**config.mk**
```make
export PLATFORM = sky130hd
export DESIGN_NAME = round_controller
export DESIGN_NICKNAME = d
export VERILOG_FILES = /design/src/rtl/round_controller.sv
export SDC_FILE = /design/constraint.sdc
export NUM_CORES = 1
export LEC_CHECK = 0
export CAP_MARGIN = 20
export CELL_PAD_IN_SITES_DETAIL_PLACEMENT = 0
export CELL_PAD_IN_SITES_GLOBAL_PLACEMENT = 2
export CORE_ASPECT_RATIO = 0.9
export CORE_MARGIN = 3
export CORE_UTILIZATION = 29
export DETAILED_ROUTE_END_ITERATION = 10
export GPL_ROUTABILITY_DRIVEN = 0
export PLACE_DENSITY_LB_ADDON = 0.3
export SETUP_SLACK_MARGIN = 0.4
export SYNTH_ARGS = -nofsm -noshare
export SYNTH_HDL_FRONTEND = slang
export SYNTH_SLANG_ARGS = --single-unit
export TNS_END_PERCENT = 1
```
**constraint.sdc**
```tcl
create_clock -name clk -period 2.4 [get_ports clk]
set_input_delay 0.72 -clock clk [delete_from_list [all_inputs] [get_ports clk]]
set_output_delay 0.72 -clock clk [all_outputs]
set_load 0.005 [all_outputs]
```
**src/rtl/round_controller.sv**
```systemverilog
// Round sequencer for the two-player fighting game: collects one action per
// player, issues a fixed-length actionEnable pulse, then judges both healths.
module round_controller #(
  parameter int TIMEOUT    = 50,
  parameter int ENABLE_LEN = 2,
  parameter int GAP        = 2
) (
  input  logic       clk,
  input  logic       reset,
  input  logic [2:0] sel1,
  input  logic       go1,
  input  logic [2:0] sel2,
  input  logic       go2,
  input  logic [1:0] health1,
  input  logic [1:0] health2,
  output logic [2:0] action1,
  output logic [2:0] action2,
  output logic       actionEnable,
  output logic       isGameOver,
  output logic [1:0] winner,
  output logic       has1,
  output logic       has2,
  output logic [7:0] roundCount
);

  typedef enum logic [1:0] {
    S_COLLECT = 2'd0,
    S_ENABLE  = 2'd1,
    S_SETTLE  = 2'd2,
    S_OVER    = 2'd3
  } state_t;

  localparam logic [2:0] ACT_AWAIT = 3'b010;
  localparam logic [1:0] WIN_NONE  = 2'b00;
  localparam logic [1:0] WIN_P1    = 2'b01;
  localparam logic [1:0] WIN_P2    = 2'b10;
  localparam logic [1:0] WIN_DRAW  = 2'b11;

  localparam int TW   = (TIMEOUT < 2) ? 1 : $clog2(TIMEOUT + 1);
  localparam int PMAX = (ENABLE_LEN > GAP) ? ENABLE_LEN : GAP;
  localparam int PW   = (PMAX < 2) ? 1 : $clog2(PMAX + 1);

  localparam logic [TW-1:0] TMO_END  = TW'(TIMEOUT);
  localparam logic [PW-1:0] EN_LAST  = PW'(ENABLE_LEN - 1);
  localparam logic [PW-1:0] GAP_LAST = PW'(GAP - 1);

  state_t          state_reg, state_next;
  logic [1:0]      go_prev_reg;
  logic [1:0][2:0] action_reg, action_next;
  logic [1:0]      has_reg, has_next;
  logic [TW-1:0]   tmo_cnt_reg, tmo_cnt_next;
  logic [PW-1:0]   phase_reg, phase_next;
  logic            enable_reg, enable_next;
  logic            over_reg, over_next;
  logic [1:0]      winner_reg, winner_next;
  logic [7:0]      round_reg, round_next;

  logic [1:0]      go_vec;
  logic [1:0]      go_edge;
  logic [1:0]      take_sel;
  logic [1:0][2:0] sel_vec;

  assign go_vec  = {go2, go1};
  assign sel_vec = {sel2, sel1};

  // Per-player submit detection: a rising go edge only counts for a player
  // that has not yet submitted this round.
  for (genvar gi = 0; gi < 2; gi++) begin : g_player
    assign go_edge[gi]  = go_vec[gi] & ~go_prev_reg[gi];
    assign take_sel[gi] = go_edge[gi] & ~has_reg[gi];
  end

  always_ff @(posedge clk or negedge reset) begin
    if (!reset) begin
      state_reg   <= S_COLLECT;
      go_prev_reg <= 2'b11;
      action_reg  <= {ACT_AWAIT, ACT_AWAIT};
      has_reg     <= 2'b00;
      tmo_cnt_reg <= '0;
      phase_reg   <= '0;
      enable_reg  <= 1'b0;
      over_reg    <= 1'b0;
      winner_reg  <= WIN_NONE;
      round_reg   <= 8'd0;
    end else begin
      state_reg   <= state_next;
      go_prev_reg <= go_vec;
      action_reg  <= action_next;
      has_reg     <= has_next;
      tmo_cnt_reg <= tmo_cnt_next;
      phase_reg   <= phase_next;
      enable_reg  <= enable_next;
      over_reg    <= over_next;
      winner_reg  <= winner_next;
      round_reg   <= round_next;
    end
  end

  always_comb begin
    state_next   = state_reg;
    action_next  = action_reg;
    has_next     = has_reg;
    tmo_cnt_next = tmo_cnt_reg;
    phase_next   = phase_reg;
    winner_next  = winner_reg;
    round_next   = round_reg;

    case (state_reg)
      S_COLLECT: begin
        if (&has_reg) begin
          state_next = S_ENABLE;
          phase_next = '0;
        end else begin
          for (int i = 0; i < 2; i++) begin
            if (take_sel[i]) begin
              action_next[i] = sel_vec[i];
              has_next[i]    = 1'b1;
            end
          end
          // A real submission arriving on the terminal cycle beats the forced await.
          if ((^has_reg) && !(&has_next)) begin
            tmo_cnt_next = tmo_cnt_reg + TW'(1);
            if (tmo_cnt_next == TMO_END) begin
              for (int i = 0; i < 2; i++) begin
                if (!has_reg[i]) begin
                  action_next[i] = ACT_AWAIT;
                  has_next[i]    = 1'b1;
                end
              end
              state_next = S_ENABLE;
              phase_next = '0;
            end
          end
        end
      end

      S_ENABLE: begin
        if (phase_reg == EN_LAST) begin
          state_next = S_SETTLE;
          phase_next = '0;
        end else begin
          phase_next = phase_reg + PW'(1);
        end
      end

      S_SETTLE: begin
        if (phase_reg == GAP_LAST) begin
          phase_next = '0;
          if (health1 == 2'b00 && health2 == 2'b00) begin
            state_next  = S_OVER;
            winner_next = WIN_DRAW;
          end else if (health1 == 2'b00) begin
            state_next  = S_OVER;
            winner_next = WIN_P2;
          end else if (health2 == 2'b00) begin
            state_next  = S_OVER;
            winner_next = WIN_P1;
          end else begin
            state_next   = S_COLLECT;
            round_next   = round_reg + 8'd1;
            has_next     = 2'b00;
            tmo_cnt_next = '0;
          end
        end else begin
          phase_next = phase_reg + PW'(1);
        end
      end

      S_OVER: begin
        state_next = S_OVER;
      end

      default: begin
        state_next = S_COLLECT;
      end
    endcase
  end

  // Strobes are registered from the next state so they never glitch.
  assign enable_next = (state_next == S_ENABLE);
  assign over_next   = (state_next == S_OVER);

  assign action1      = action_reg[0];
  assign action2      = action_reg[1];
  assign has1         = has_reg[0];
  assign has2         = has_reg[1];
  assign actionEnable = enable_reg;
  assign isGameOver   = over_reg;
  assign winner       = winner_reg;
  assign roundCount   = round_reg;

endmodule
```
==> flow_summary_export.csv, run 1 <==
group,metric,value,unit
outcome,status,"finished clean",
clocking,cts_hold_buf,0,
synth,yosysTopAreaCellShare,0.426,
detailed_routing,drc,0,
pwr,pwr_density_cell,962,nW/um^2
detailed_routing,num_vias,1320,
finish,stdcell_area,2320,sq um
timing,final-max-slew-violation-count,0,
finish,nets,223,
synth,yosys_warnings,0,
global_routing,antenna_found_initial,0,
synth,ys.flop_type,"dfrtp_1",
finish,largest_reg_flops,8,
synth,seq_area_frac_synth,0.490,
timing,period_minus_slack,2.16,ns
placed_design,hpwl,2.85,mm
timing,rsz0062_at_grt,"yes",
timing,worst_slew_pin_slew,0.501,ns
die,die_area,6610,sq um
finish,syn2layout_area_growth,41.4,%
critical_path,worstPathMaxFanout,6,
synth,synth_area_leaders,"dfrtp_1, dfstp_2, ha_1, xor2_1, xnor2_1",
critical_path,ff2ff_setup_slack,0.24,ns
timing,slew_headroom,0.666,
placed_design,post_dp_cell_area,2140,sq um
clocking,htreeDepth,2,
timing,setup_viol,0,
pwr,irDropWorstVdd,0.476,mV
clocking,cts_tree,"yes",
synth,synth_nets,169,
timing,hold_viol,0,
clocking,clockBufferDepth,2,
global_routing,grt_pass1_vias,1348,
clocking,cts_num_sinks,32,
finish,post_route_cells_drive_above_1_share,0.213,
global_routing,grt_pass1_wl,6.44,mm
finish,insertedDiodeCount,0,
die,rows,25,
die,die-width,85.4,microns
placed_design,post-place-ws,-0.408,ns
detailed_routing,wire_per_inst,14.1,microns
critical_path,start_kind,"register",
critical_path,crit_required,2.57,ns
synth,synth_edf_count,0,
synth,synth_cell_types,46,
timing,fmax,0.463,GHz
die,ios,34,
critical_path,crit_type,"reg -> reg",
synth,synth_cells,147,
timing,fin_skew,0.00362,ns
global_routing,overflow,0,
clocking,clkLatencyLatePin,0.28,ns
min_path,hold_path_class,"reg -> reg",
detailed_routing,routed_wl,3.80,mm
clocking,cts_inserted_buffers,5,
detailed_routing,viasPerCell,4.91,
synth,synth_seq_cells,32,
timing,fin_ws,0.242,ns
detailed_routing,drtAntennaViolNets,0,
die,coreArea,5380,sq um
synth,ys_async_sr_fraction,1.00,
synth,netlist_area,1640,sq um
die,initial_core_util,0.306,
job,drv_cap,0,
die,dieHeight,77.4,microns
synth,synth_top_area_cell,"dfrtp_1",
synth,avgSynthCellArea,11.2,sq um
pwr,leakage,1.04,nW
critical_path,cp.arrival,2.33,ns
detailed_routing,initialDrtViolationCount,40,
placed_design,numPortBuffers,33,
clocking,cts_root_buf,"clkbuf_8",
detailed_routing,firstDrtPassIters,4,
timing,fin_crit_sh,0.899,
global_routing,grt_max_degree,33,
clocking,path_clk_slew,0.07,ns
critical_path,cp-end-kind,"register",
global_routing,gr-usage-all-layers,0.125,
-- timing repair --
item,CTS,global route
pin swaps,4,6
resized for setup,8,8
setup endpoints to repair,22,27
setup buffers,2,3
-- final cells by class --
| type | instances | area [sq um] |
|---|---|---|
| multi-input cells | 103 | 837 |
| clock buffers | 6 | 72.6 |
| well taps | 67 | 83.8 |
| flip-flops and latches | 32 | 807 |
| inverters | 9 | 33.8 |
| fillers | 532 | 3060 |
| clock inverters | 2 | 35.0 |
| repair buffers | 50 | 455 |
-- cells in the final DEF (no fill, tap or decap), drive strengths merged, types with 3 or more instances in the layout --
cell type,Yosys,final
clkdlybuf4s50,0,31
dfrtp,28,28
buf,2,18
inv,9,9
ha,8,8
xor2,6,6
nand3,6,6
clkbuf,1,6
nor2b,6,6
nor2,5,5
xnor2,5,5
o21ai,5,5
nand2b,4,4
o211ai,4,4
nand2,4,4
a32o,4,4
o31ai,4,4
dfstp,4,4
a21oi,4,4
and3,3,3
o2bb2ai,3,3
nor3b,3,3
-- where the power goes --
group          total [mW]  internal [mW]  leakage (nW)  switching, mW
clock               0.509          0.308        0.0552          0.201
sequential          0.818          0.692         0.406          0.125
combinational       0.910          0.524         0.581          0.386
-- through the flow --
| step | utilization | TNS, ns | instances | power, mW | hold WS [ns] |
|---|---|---|---|---|---|
| floorplan | - | 0 | 147 | 1.23 | 0.424 |
| global placement | 0.397 | -4.49 | 256 | 1.66 | 0.453 |
| detailed placement | 0.397 | -5.26 | 256 | 1.68 | 0.453 |
| CTS | 0.422 | 0 | 266 | 2.23 | 0.465 |
| global route | 0.432 | 0 | 269 | 2.41 | 0.488 |
| finish | 0.432 | 0 | 269 | 2.24 | 0.464 |
-- worst max-delay path, cell delays in order, from the launching register on --
cell     delay (ns)
dfrtp_2        0.45
ha_2           0.24
nor3b_2        0.20
a31oi_2        0.09
or4b_4         0.59
a21oi_2        0.17
mux2_4         0.31
-- cell usage after synthesis (2+ instances only) --
cell type / n
nand2_1: 4
a32o_1: 4
nor2b_1: 6
a211oi_1: 2
nor2_1: 5
o2bb2ai_1: 3
nand4_1: 2
dfstp_2: 4
nand2b_1: 4
nor3_1: 2
nand3_1: 6
ha_1: 8
and4_1: 2
nor3b_1: 3
o31ai_1: 4
dfrtp_1: 28
o21ai_0: 5
xor2_1: 6
nor4_1: 2
and3_1: 3
inv_1: 9
a21oi_1: 3
o211ai_1: 4
xnor2_1: 5
a2bb2oi_1: 2
-- final timing paths --
| path | start | end | cells past startpoint |
|---|---|---|---|
| max | tmo_cnt_reg[0] | phase_reg[0] | 6 |
| min | action2[1] | action2[1] | 2 |
| max reg2reg | tmo_cnt_reg[0] | phase_reg[0] | 6 |
| min reg2reg | action2[1] | action2[1] | 2 |
| max in group asynchronous | reset | action2[1] | 2 |
| min in group asynchronous | reset | winner[0] | 2 |
-- metal layers --
metal | track usage | routed length (microns) | vias up | share of wire
met5 | 0 | 0 | - | 0
met4 | 0.0427 | 58 | 0 | 0.015
met3 | 0.0510 | 191 | 7 | 0.050
met2 | 0.193 | 1720 | 23 | 0.45
met1 | 0.159 | 1830 | 637 | 0.48
li1 | - | - | 653 | -
-- cell families after synthesis --
family / synth area share
simple gates: 0.162
buf+inv: 0.0327
fa+ha+maj: 0.0609
flops: 0.490
xor+xnor: 0.0586
mux: 0.0137
compound gates: 0.182
Note: power is estimated with default switching activity, not from simulation.
==> run 2, diff against run 1 <==
--- a/config.mk
+++ b/config.mk
@@ -5,12 +5,13 @@
 export SDC_FILE = /design/constraint.sdc
 export NUM_CORES = 1
 export LEC_CHECK = 0
+export ABC_AREA = 1
 export CAP_MARGIN = 20
 export CELL_PAD_IN_SITES_DETAIL_PLACEMENT = 0
 export CELL_PAD_IN_SITES_GLOBAL_PLACEMENT = 2
 export CORE_ASPECT_RATIO = 0.9
 export CORE_MARGIN = 3
-export CORE_UTILIZATION = 29
+export CORE_UTILIZATION = 28
 export DETAILED_ROUTE_END_ITERATION = 10
 export GPL_ROUTABILITY_DRIVEN = 0
 export PLACE_DENSITY_LB_ADDON = 0.3
==> run 2 against run 1 <==
Critical endpoint is now action2[1]. Highest routed layer unchanged. Combinational power rose by 47%. Cell count up 26%. Routed wire length up 0.42%. Global-route usage decreased by 1.0 points. Core utilization shrank 4.5 points.
==> flow_summary_export.csv, run 2 <==
group,metric,value,unit
timing,final-max-slew-violation-count,0,
min_path,whs_path_depth,1,
synth,synth_area_leaders,"dfrtp_1, nand2_1, dfstp_2, inv_1, ha_1",
finish,finalNonFillerCells,340,
synth,synth_nets,230,
critical_path,cp-end-kind,"output port",
timing,setup_viol,0,
pwr,power.total,2.73,mW
detailed_routing,initialDrtViolationCount,28,
clocking,cts_inserted_buffers,5,
critical_path,cp_slowest_cell,"dfstp_2",
timing,fin_crit_sh,0.839,
synth,synth_top_area_cell,"dfrtp_1",
clocking,clkLatencyLatePin,0.28,ns
critical_path,path_cells,"clkdlybuf4s50_1",
detailed_routing,num_vias,1451,
critical_path,r2r-start,"state_reg[0]",
timing,fin_skew,0.00684,ns
finish,mostFrequentLayoutCell,"nand2_1",
timing,hold_viol,0,
placed_design,dp.cells,332,
min_path,hold_path_class,"reg -> reg",
outcome,status,"finished clean",
timing,fmax,0.497,GHz
clocking,htreeDepth,2,
placed_design,numPortBuffers,33,
placed_design,hpwl,2.84,mm
die,die-width,90.3,microns
finish,stdcell_area,2380,sq um
synth,synth_edf_count,0,
critical_path,worstPathMaxFanout,2,
detailed_routing,wire_per_inst,11.2,microns
global_routing,antenna_found_initial,0,
synth,synth_cell_types,30,
clocking,cts_hold_buf,0,
synth,synth.top_cells.by_count,"nand2_1, dfrtp_1, inv_1",
synth,netlist_area,1790,sq um
synth,yosysTopAreaCellShare,0.391,
synth,yosys_warnings,0,
pwr,pwr_density_cell,1140,nW/um^2
critical_path,critical_path_buf_inv_count,1,
clocking,path_clk_slew,0.07,ns
die,initial_core_util,0.291,
critical_path,crit_type,"reg -> out",
synth,synth_most_common_cell,"nand2_1",
clocking,cts_tree,"yes",
die,rows,27,
timing,slew_headroom,0.718,
critical_path,ff2ff_setup_slack,0.51,ns
timing,worst_slew_pin_slew,0.423,ns
min_path,min_to,"roundCount[7]",
critical_path,cp_top_family,"flip-flops",
global_routing,grt_pass1_wl,6.69,mm
die,die_area,7400,sq um
finish,largest_reg_flops,8,
timing,period_minus_slack,2.01,ns
die,dieHeight,81.9,microns
clocking,cts_root_buf,"clkbuf_8",
finish,post_route_cells_drive_above_1_share,0.190,
detailed_routing,viasPerCell,4.27,
synth,ys.flop_type,"dfrtp_1",
detailed_routing,drtAntennaViolNets,0,
synth,avgSynthCellArea,8.61,sq um
detailed_routing,routed_wl,3.82,mm
critical_path,slowest_delay,0.53,ns
global_routing,gr-usage-all-layers,0.115,
detailed_routing,drc,0,
global_routing,overflow,0,
clocking,clockBufferDepth,2,
critical_path,worst_r2r_path_depth,10,
synth,seq_area_frac_synth,0.450,
finish,syn2layout_area_growth,33.0,%
critical_path,r2r-end,"tmo_cnt_reg[0]",
timing,rsz0062_at_grt,"yes",
critical_path,crit_required,1.68,ns
placed_design,post_dp_cell_area,2260,sq um
detailed_routing,firstDrtPassIters,4,
critical_path,cp.arrival,1.29,ns
job,drv_cap,0,
die,ios,34,
die,coreArea,6150,sq um
synth,synth_cells,208,
timing,fin_setup_tns,0,ns
global_routing,grt_pass1_vias,1475,
finish,insertedDiodeCount,0,
min_path,min_from,"roundCount[7]",
global_routing,grt_max_degree,33,
synth,synth_seq_cells,32,
critical_path,start_kind,"register",
pwr,leakage,1.17,nW
finish,final_cell_mix,"nand2_1, clkdlybuf4s50_1, dfrtp_1",
clocking,cts_num_sinks,32,
timing,hold-worst-slack,0.480,ns
synth,ys_async_sr_fraction,1.00,
clocking,cts_setup_buffers,0,
pwr,irDropWorstVdd,0.372,mV
finish,nets,274,
run 2: changes by cell type after synthesis, sizes merged, moves of 4 or more:
cell,change
nor2b,-6
o21ai,+7
nand4,+5
nand2b,-4
a32o,-4
o31ai,-4
o211ai,-4
nand3,+13
o22ai,+4
nand2,+48
inv,+24
nor2,+14
run 2: cell families (layout without fill, tap and decap cells):
group / count (synthesis) / count (layout) / share of synthesized area
and+or+nand+nor: 99 / 99 / 0.289
buffers and inverters: 35 / 80 / 0.0754
DFF: 32 / 32 / 0.450
AOI/OAI and AO/OA: 23 / 23 / 0.0733
adders and majority gates: 8 / 8 / 0.0559
xor gates and xnor gates: 8 / 8 / 0.0391
muxes: 3 / 3 / 0.0175
run 2: repair_timing:
action / CTS / global route
pin swaps: 0 / 1
resized for setup: 1 / 6
endpoints found under the setup margin: 7 / 20
run 2: how the worst max path moves through the flow:
stage,from,end,depth (start not counted)
final,action2[1],action2[1],1
after global routing,state_reg[0],tmo_cnt_reg[0],10
after CTS,action1[1],action1[1],1
after floorplan,health2[1],roundCount[7],6
after global placement,health2[1],roundCount[7],7
after detailed placement,go2,tmo_cnt_reg[3],9
run 2: power by group:
part,switching (mW),internal (mW)
Sequential,0.152,0.726
Combinational,0.738,0.602
Clock,0.201,0.308
Total,1.09,1.64
run 2: per-stage QoR:
step                       util  worst slack [ns]
after detailed placement  0.368            0.0518
after CTS                 0.385             0.361
after floorplan               -             0.762
after global routing      0.387             0.349
final                     0.387             0.387
after global placement    0.368            0.0962
run 2: area by class of cell:
class | instances | area [sq um]
Fill cell | 672 | 3770
Multi-Input combinational cell | 141 | 862
Clock buffer | 6 | 72.6
Inverter | 34 | 128
Clock inverter | 2 | 35.0
Sequential cell | 32 | 806
Tap cell | 87 | 109
Timing Repair Buffer | 38 | 370
run 2: per-layer routing:
| metal | global-route usage | wire [microns] | up-vias |
|---|---|---|---|
| li1 | - | - | 752 |
| met1 | 0.148 | 2000 | 662 |
| met2 | 0.176 | 1570 | 29 |
| met3 | 0.0357 | 177 | 8 |
| met4 | 0.0550 | 75 | 0 |
| met5 | 0 | 0 | - |
==> run 3, diff against run 2 <==
--- a/config.mk
+++ b/config.mk
@@ -11,7 +11,7 @@
 export CELL_PAD_IN_SITES_GLOBAL_PLACEMENT = 2
 export CORE_ASPECT_RATIO = 0.9
 export CORE_MARGIN = 3
-export CORE_UTILIZATION = 28
+export CORE_UTILIZATION = 31
 export DETAILED_ROUTE_END_ITERATION = 10
 export GPL_ROUTABILITY_DRIVEN = 0
 export PLACE_DENSITY_LB_ADDON = 0.3
==> constraint.sdc (replaced) <==
create_clock -name clk -period 2.05 [get_ports clk]
set_input_delay 0.615 -clock clk [delete_from_list [all_inputs] [get_ports clk]]
set_output_delay 0.615 -clock clk [all_outputs]
set_load 0.005 [all_outputs]
==> run 3 against run 2 <==
Global-route usage increased by 1.2 points. Core utilization increased by 7.5 points. Largest power group unchanged. Cell count decreased by 1.5%. Highest routed layer unchanged. Critical endpoint is now action1[2].
==> flow_summary_export.csv, run 3 (synthesized netlist as in run 2, its figures left out) <==
group,metric,value,unit
finish,nets,289,
critical_path,cp_slowest_cell,"clkdlybuf4s50_1",
finish,syn2layout_area_growth,39.5,%
global_routing,grt_max_degree,33,
timing,hold_viol,0,
critical_path,startpoint,"action1[2]",
placed_design,hpwl,2.88,mm
job,drv_cap,0,
pwr,irDropWorstVdd,0.559,mV
critical_path,path_cells,"clkdlybuf4s50_1",
finish,post_route_cells_drive_above_1_share,0.272,
clocking,clockBufferDepth,2,
finish,seq_area,808,sq um
pwr,p_int,2.04,mW
clocking,clkLatencyLatePin,0.28,ns
pwr,power.switching,1.33,mW
critical_path,r2r-end,"phase_reg[1]",
clocking,htreeDepth,2,
pwr,comb_power_share,0.522,
finish,insertedDiodeCount,0,
detailed_routing,drc,0,
detailed_routing,initialDrtViolationCount,85,
detailed_routing,num_vias,1489,
clocking,cts_num_sinks,32,
critical_path,cp_num_cells,1,
pwr,switching_share,0.395,
critical_path,endpoint,"action1[2]",
pwr,leakage,1.27,nW
die,ios,34,
timing,fmax,0.555,GHz
global_routing,overflow,0,
critical_path,crit_type,"reg -> out",
clocking,path_clk_slew,0.07,ns
die,die_area,6730,sq um
pwr,clkPwrFrac,0.178,
die,die-width,86.1,microns
die,rows,25,
timing,setup_viol,0,
pwr,pwr-share-seq,0.299,
die,initial_core_util,0.331,
critical_path,ff2ff_setup_slack,0.36,ns
timing,hold-worst-slack,0.486,ns
min_path,hold_path_class,"reg -> reg",
timing,fin_ws,0.247,ns
critical_path,worstPathMaxFanout,4,
detailed_routing,drtAntennaViolNets,0,
critical_path,worst_r2r_path_depth,10,
timing,slew_headroom,0.716,
timing,fin_skew,0.00621,ns
die,dieHeight,78.1,microns
outcome,status,"finished clean",
clocking,cts_inserted_buffers,5,
die,coreArea,5410,sq um
critical_path,critical_path_buf_inv_count,1,
timing,fin_crit_sh,0.880,
detailed_routing,firstDrtPassIters,4,
critical_path,slowest_delay,0.52,ns
detailed_routing,wire_per_inst,11.7,microns
critical_path,cp-end-kind,"output port",
detailed_routing,routed_wl,3.91,mm
global_routing,grt_pass1_vias,1447,
critical_path,cp_top_family,"buffers and inverters",
finish,multiInputGateArea,887,sq um
pwr,power.total,3.38,mW
detailed_routing,viasPerCell,4.44,
critical_path,r2r-start,"tmo_cnt_reg[0]",
global_routing,gr-usage-all-layers,0.127,
placed_design,post-place-ws,-0.122,ns
finish,mostFrequentLayoutCell,"nand2_1",
critical_path,cp.arrival,1.19,ns
critical_path,crit_required,1.43,ns
placed_design,numPortBuffers,33,
clocking,cts_tree,"yes",
global_routing,antenna_found_initial,0,
critical_path,start_kind,"register",
timing,period_minus_slack,1.80,ns
finish,final_core_util,0.462,
timing,rsz0062_at_grt,"yes",
pwr,pwr_density_cell,1350,nW/um^2
timing,worst_slew_pin_slew,0.426,ns
clocking,cts_root_buf,"clkbuf_8",
timing,fin_setup_tns,0,ns
finish,fill_cells,535,
finish,largest_reg_flops,8,
timing,final-max-slew-violation-count,0,
finish,final_cell_mix,"nand2_1, clkdlybuf4s50_1, inv_1, dfrtp_1, buf_4",
global_routing,grt_pass1_wl,6.81,mm
==> run 3: layer usage <==
metal / GRT usage / vias up / share of wire
met4: 0.0332 / 0 / 0.0074
met3: 0.0325 / 5 / 0.054
li1: - / 782 / -
met2: 0.180 / 30 / 0.42
met5: 0 / - / 0
met1: 0.189 / 672 / 0.52
==> run 3: what timing repair did <==
action / in CTS / in global routing
buffers inserted: 5 / 2
pin swaps: 3 / 3
setup endpoints to repair: 46 / 48
resized for setup: 8 / 17
hold buffers: 0 / 0
==> run 3: cell type report <==
type,instances,share of cell area
Tap cell,67,0.0335
Inverter,34,0.0511
Sequential cell,32,0.323
Multi-Input combinational cell,141,0.355
Timing Repair Buffer,53,0.194
Clock inverter,2,0.0140
Clock buffer,6,0.0290
==> run 3: worst min path at each step <==
stage,startpoint,endpoint,slack (ns),cells after the start
floorplan,reset,action1[0],0.32,0
global placement,roundCount[7],roundCount[7],0.47,1
detailed placement,roundCount[7],roundCount[7],0.48,1
CTS,roundCount[7],roundCount[7],0.50,1
global route,roundCount[7],roundCount[7],0.52,1
finish,roundCount[7],roundCount[7],0.49,1
==> run 3: worst reg2reg max path: stages (launching register included) <==
cell     delay (ns)
dfrtp_2        0.45
ha_1           0.26
nand2_1        0.09
nand2_2        0.07
nor2_4         0.10
nand2_4        0.07
nor2_8         0.19
nand2_4        0.09
nand2_4        0.08
nand3_2        0.05
and2_1         0.13
==> run 3: power groups by stage <==
stage                     Combinational, mW  Clock (mW)  Sequential [mW]
after floorplan                       0.958           0             1.02
after global placement                 1.62           0             1.04
after detailed placement               1.63           0             1.04
after CTS                              1.74       0.621             1.01
after global routing                   2.00       0.648             1.05
final                                  1.76       0.601             1.01
==> run 3: metrics by stage <==
| step | cells | instance area [sq um] |
|---|---|---|
| after floorplan | 208 | 1790 |
| final | 335 | 2500 |
| after global routing | 335 | 2500 |
| after detailed placement | 320 | 2300 |
| after global placement | 320 | 2300 |
| after CTS | 333 | 2440 |
